## config.mk

```make
export PLATFORM = sky130hd
export DESIGN_NAME = vertex_fetch
export DESIGN_NICKNAME = d
export VERILOG_FILES = /design/src/rtl/vertex_fetch.sv
export SDC_FILE = /design/constraint.sdc
export NUM_CORES = 1
export LEC_CHECK = 0
export CAP_MARGIN = 40
export CELL_PAD_IN_SITES_DETAIL_PLACEMENT = 1
export CELL_PAD_IN_SITES_GLOBAL_PLACEMENT = 1
export CORE_MARGIN = 10
export CORE_UTILIZATION = 31
export CTS_CLUSTER_SIZE = 30
export DETAILED_ROUTE_END_ITERATION = 8
export GPL_ROUTABILITY_DRIVEN = 0
export PLACE_DENSITY_LB_ADDON = 0.1
export SLEW_MARGIN = 15
export SYNTH_ARGS = -nofsm -noshare
export SYNTH_HDL_FRONTEND = slang
export SYNTH_SLANG_ARGS = --single-unit
```

## constraint.sdc

```tcl
create_clock -name clk_in -period 2.9 [get_ports clk_in]
set_input_delay 0.29 -clock clk_in [delete_from_list [all_inputs] [get_ports clk_in]]
set_output_delay 0.29 -clock clk_in [all_outputs]
set_load 0.02 [all_outputs]
```

## src/rtl/vertex_fetch.sv

```systemverilog
// vertex_fetch: reads an object's vertices (four 32-bit words each) from a
// synchronous BRAM and presents them one at a time to the transformation stage
// over a valid/ready handshake.
//
// Ports:
//   clk_in, rst_in        clock, synchronous active-high reset
//   start_in              one-cycle pulse, begins an object (only honoured in IDLE)
//   base_addr_in          word address of vertex 0, word 0 (sampled with start_in)
//   vertex_count_in       number of vertices (sampled with start_in)
//   mem_addr_out          BRAM read address
//   mem_data_in           BRAM read data, BRAM_LATENCY cycles after the address
//   ready_in              downstream accepts a vertex
//   valid_out             pos_out/obj_done_out hold a vertex
//   pos_out[0:3]          vertex words, passed through bit-exact
//   obj_done_out          presented vertex is the object's last
//   busy_out              high whenever not IDLE
//   done_out              one-cycle pulse once the object is fully delivered
module vertex_fetch #(
   parameter int ADDR_WIDTH   = 12,
   parameter int BRAM_LATENCY = 2,
   parameter int COUNT_WIDTH  = 16
) (
   input  logic                   clk_in,
   input  logic                   rst_in,
   input  logic                   start_in,
   input  logic [ADDR_WIDTH-1:0]  base_addr_in,
   input  logic [COUNT_WIDTH-1:0] vertex_count_in,
   output logic [ADDR_WIDTH-1:0]  mem_addr_out,
   input  logic [31:0]            mem_data_in,
   input  logic                   ready_in,
   output logic                   valid_out,
   output logic [31:0]            pos_out [4],
   output logic                   obj_done_out,
   output logic                   busy_out,
   output logic                   done_out
);

   typedef enum logic [1:0] {IDLE, FETCH, PRESENT} state_t;

   state_t                 state_r, state_nxt;
   logic [COUNT_WIDTH-1:0] cnt_r;
   logic [COUNT_WIDTH-1:0] idx_r;
   logic                   issuing_r;      // mem_addr_out currently carries a live read
   logic [1:0]             word_r;         // word index of the read on mem_addr_out
   // Tags travelling alongside the BRAM read latency: slot BRAM_LATENCY-1 marks
   // the cycle in which mem_data_in holds the data for that word.
   logic                   pipe_v [BRAM_LATENCY];
   logic [1:0]             pipe_k [BRAM_LATENCY];

   logic start_go, start_zero, next_vtx, last_xfer, cap_last, is_last;

   // Next-state logic and one-cycle control strobes.
   always_comb begin
      state_nxt  = state_r;
      start_go   = 1'b0;
      start_zero = 1'b0;
      next_vtx   = 1'b0;
      last_xfer  = 1'b0;
      is_last    = (idx_r == (cnt_r - COUNT_WIDTH'(1)));
      cap_last   = pipe_v[BRAM_LATENCY-1] && (pipe_k[BRAM_LATENCY-1] == 2'd3);
      case (state_r)
         IDLE: begin
            if (start_in) begin
               if (vertex_count_in != COUNT_WIDTH'(0)) begin
                  start_go  = 1'b1;
                  state_nxt = FETCH;
               end else begin
                  start_zero = 1'b1;
               end
            end else begin
               state_nxt = IDLE;
            end
         end
         FETCH: begin
            if (cap_last) begin
               state_nxt = PRESENT;
            end else begin
               state_nxt = FETCH;
            end
         end
         PRESENT: begin
            if (ready_in) begin
               if (is_last) begin
                  last_xfer = 1'b1;
                  state_nxt = IDLE;
               end else begin
                  next_vtx  = 1'b1;
                  state_nxt = FETCH;
               end
            end else begin
               state_nxt = PRESENT;
            end
         end
         default: begin
            state_nxt = IDLE;
         end
      endcase
   end

   // State register.
   always_ff @(posedge clk_in) begin
      if (rst_in) begin
         state_r <= IDLE;
      end else begin
         state_r <= state_nxt;
      end
   end

   // Address issue, read-latency tag pipeline, data capture and registered outputs.
   always_ff @(posedge clk_in) begin
      if (rst_in) begin
         cnt_r        <= '0;
         idx_r        <= '0;
         issuing_r    <= 1'b0;
         word_r       <= 2'd0;
         mem_addr_out <= '0;
         valid_out    <= 1'b0;
         obj_done_out <= 1'b0;
         busy_out     <= 1'b0;
         done_out     <= 1'b0;
         for (int i = 0; i < 4; i++) pos_out[i] <= 32'd0;
         for (int i = 0; i < BRAM_LATENCY; i++) begin
            pipe_v[i] <= 1'b0;
            pipe_k[i] <= 2'd0;
         end
      end else begin
         busy_out <= (state_nxt != IDLE);
         done_out <= start_zero | last_xfer;

         pipe_v[0] <= issuing_r;
         pipe_k[0] <= word_r;
         for (int i = 1; i < BRAM_LATENCY; i++) begin
            pipe_v[i] <= pipe_v[i-1];
            pipe_k[i] <= pipe_k[i-1];
         end

         // Vertices are contiguous, so the next vertex's word 0 is simply the
         // address after the previous word 3; the base only needs loading once.
         if (start_go) begin
            mem_addr_out <= base_addr_in;
            cnt_r        <= vertex_count_in;
            idx_r        <= '0;
            issuing_r    <= 1'b1;
            word_r       <= 2'd0;
         end else if (next_vtx) begin
            mem_addr_out <= mem_addr_out + ADDR_WIDTH'(1);
            idx_r        <= idx_r + COUNT_WIDTH'(1);
            issuing_r    <= 1'b1;
            word_r       <= 2'd0;
         end else if (issuing_r) begin
            if (word_r == 2'd3) begin
               issuing_r <= 1'b0;
            end else begin
               mem_addr_out <= mem_addr_out + ADDR_WIDTH'(1);
               word_r       <= word_r + 2'd1;
            end
         end

         if (pipe_v[BRAM_LATENCY-1]) begin
            pos_out[pipe_k[BRAM_LATENCY-1]] <= mem_data_in;
         end

         if ((state_r == FETCH) && cap_last) begin
            valid_out    <= 1'b1;
            obj_done_out <= is_last;
         end else if (next_vtx || last_xfer) begin
            valid_out    <= 1'b0;
            obj_done_out <= 1'b0;
         end
      end
   end

endmodule

```

==> key figures <==
Worst setup path
  • Crit path required time: 3.20 ns
  • Worst setup SP type: register
  • Worst-path maximum fanout: 7
  • Start point of the critical path: cnt_r[1]$_SDFFE_PP0P_
  • CP endpoint kind: register
  • Crit path DAT: 3.11 ns
  • Reg2reg start: cnt_r[1]$_SDFFE_PP0P_
  • Worst setup path category: register to register

Logic synthesis
  • Post-synthesis register bit count: 187
  • Ranking of synthesized cells by area: dfxtp_1 (49%), nand2_1 (15%), a21oi_1 (11%)
  • Top FF cell, synth: dfxtp_1
  • Sequential area share after synthesis: 0.487
  • Mean Syn Cell Area: 7.86 um^2
  • Number of warnings issued by yosys: 0
  • Netlist cell types: 60
  • Post-synth EDFFs: 0
  • Cell taking the most area after synthesis: dfxtp_1
  • Syn Std Cell Area: 7680 um^2
  • Gate Count Post-Synth: 978
  • Top-area cell type share of the netlist area: 0.487
  • Synth Net Count: 1,046
  • Post-synth ARST share: 0

Floorplanning
  • Die Area: 31,500 um^2
  • Die height: 177 um
  • Starting density of the core: 0.316
  • Die span in x: 177 um
  • Core area: 24,300 um^2
  • Ports: 208
  • Row count: 57

Pwr
  • LEAKAGE: 3.70 nW
  • Power Dens Cells: 508 nW/um^2
  • Worst vdd ir: 0.000414 V
  • Tot Pwr: 5.56 mW

Hold path
  • Hold WC Path Type: input pin to register
  • Hold Crit Start: rst_in

Placed design
  • HPWL after DPL: 19,800 um
  • Port-buffer cells: 207
  • Placed insts: 1,486
  • Placed inst area: 10,300 um^2

STA
  • RSZ-0062 raised after global routing: true
  • Maximum clock frequency: 356 MHz
  • Period utilisation layout: 0.968
  • Layout Skew: 0.0141 ns
  • Final Setup Violations: 0
  • Final Hold Viols: 0
  • Worst-Margin Slew: 0.804 ns
  • Slew Limit Headroom: 0.464
  • Fin. max-slew vios: 0
  • Tmin final: 2.81 ns

Final layout
  • Syn-to-layout area delta: 42.4%
  • Final net count: 1,251
  • Fin util: 0.450
  • Ant. Diodes: 0
  • Post-Layout Cell Count: 1,519
  • Fraction of layout cells with a size suffix above 1: 0.0946
  • Final instance area: 10,900 um^2

Routing
  • Total wire length: 27,700 um
  • Initial DRC Count: 363
  • DR WL/cell: 18.3 um
  • First-pass DRT Iterations: 4
  • Vias per cell: 4.94
  • ANT nets after route: 0
  • Number of remaining DRC errors: 0
  • Via total after detailed routing: 7,499

Clock tree
  • CTS tree: done
  • Clock tree buffer depth: 2
  • Cts bufs inserted: 17
  • Hold-fix buffers, CTS: 0
  • Worst skew pair latency: 0.43 ns
  • CTS sink count: 187
  • Worst-path clk slew: 0.08 ns
  • # H-tree levels: 4
  • Root Driver: clkbuf_16

GRT
  • Remaining Overflow, GRT: 0
  • Antenna violations before repair: 0
  • Total GRT Usage: 0.172
  • Pin count of the biggest net entering global routing: 129
  • First-pass GRT wire length: 43,600 um
  • Vias in the first global route: 7,746

Run status
  • Status: complete, no violations

Run
  • # Max-Cap Violations: 0
==> kinds of logic after synthesis <==
group | count (synthesis) | share of synthesized area
xor+xnor | 27 | 0.0308
simple gates | 467 | 0.276
compound gates | 215 | 0.158
mux | 2 | 0.00261
buf+inv | 76 | 0.0394
flops | 187 | 0.487
fa+ha+maj | 4 | 0.00651
==> stage by stage <==
| step | hold slack [ns] | TNS, ns | setup WS (ns) |
|---|---|---|---|
| 3_5_place_dp | 0.431 | -0.220 | -0.0515 |
| 4_1_cts | 0.268 | 0 | 0.0101 |
| 3_3_place_gp | 0.421 | -0.114 | -0.0294 |
| 2_1_floorplan | 0.414 | -0.937 | -0.122 |
| 6_report | 0.286 | 0 | 0.0916 |
| 5_1_grt | 0.291 | -0.510 | -0.0672 |
==> synth_stat cells, types with 5 or more instances <==
cell type / n
a21oi_1: 165
and3_1: 15
clkbuf_1: 60
dfxtp_1: 187
inv_1: 9
nand2_1: 317
nand3_1: 16
nand4_1: 5
nor2_1: 28
nor2b_1: 10
nor3_1: 15
nor3b_1: 12
nor4_1: 11
o21ai_0: 6
o21ai_1: 5
o31a_1: 7
or2_2: 5
or3_1: 9
xnor2_1: 22
xor2_1: 5
==> layer usage <==
metal / routed length (um) / vias to the layer above / GRT usage
met1: 13000 / 3629 / 0.222
met3: 1380 / 19 / 0.0389
met2: 13100 / 143 / 0.286
met5: 0 / - / 0
li1: - / 3708 / -
met4: 295 / 0 / 0.0420
==> where the power goes <==
part	internal, mW	switching, mW
logic	0.285	0.340
registers	2.62	0.0542
clock network	1.13	1.13
total	4.03	1.53
==> final cells by class <==
type / count / area, um^2
Fill cell: 2900 / 13400
Sequential cell: 187 / 3750
Multi-Input combinational cell: 715 / 3740
Timing Repair Buffer: 253 / 2450
Clock buffer: 17 / 425
Tap cell: 324 / 405
Clock inverter: 14 / 133
Inverter: 9 / 36.3
==> placed cells by master, fill, tap and decap left out, types with 10 or more instances in the layout <==
| cell | count |
|---|---|
| xnor2_1 | 22 |
| and3_1 | 15 |
| clkbuf_16 | 17 |
| nor3_1 | 14 |
| nor4_1 | 10 |
| nand3_1 | 15 |
| nand2_1 | 317 |
| a21oi_1 | 165 |
| nor2_1 | 27 |
| clkdlybuf4s50_1 | 206 |
| nor2b_1 | 10 |
| buf_4 | 40 |
| dfxtp_1 | 185 |
==> repair_timing <==
item,4_1_cts,5_1_grt
pin swaps,0,4
resized for setup,2,20
gates cloned,0,1
setup endpoints to repair,15,27
buffers inserted,0,1
==> state kept, by name, summed over array words and instances (netlist names), 2 cells and up <==
register / cells
state_r: 2
pos_out: 128
idx_r: 16
pipe_v: 2
mem_addr_out: 12
word_r: 2
cnt_r: 16
pipe_k: 4
==> critical path, stage by stage, from the launching register on <==
cell and delay (ns):
dfxtp_2 0.33, inv_2 0.06, ha_4 0.13, or4b_4 0.52, o31ai_4 0.19, o2111ai_2 0.16
a32o_2 0.31, nor4b_4 0.25, buf_6 0.18, o21ai_4 0.06, o21ai_2 0.20, buf_6 0.16
o221ai_1 0.12
==> path summary, 6_finish.rpt <==
check	to	slack, ns	cells past startpoint
setup / recovery	mem_addr_out[3]$_SDFFE_PP0P_	0.09	12
hold / removal	cnt_r[4]$_SDFFE_PP0P_	0.29	2
setup reg to reg	mem_addr_out[3]$_SDFFE_PP0P_	0.09	12
hold reg to reg	pipe_k[0][3]$_SDFF_PP0_	0.45	1
Power figures use the tool's default switching activity.
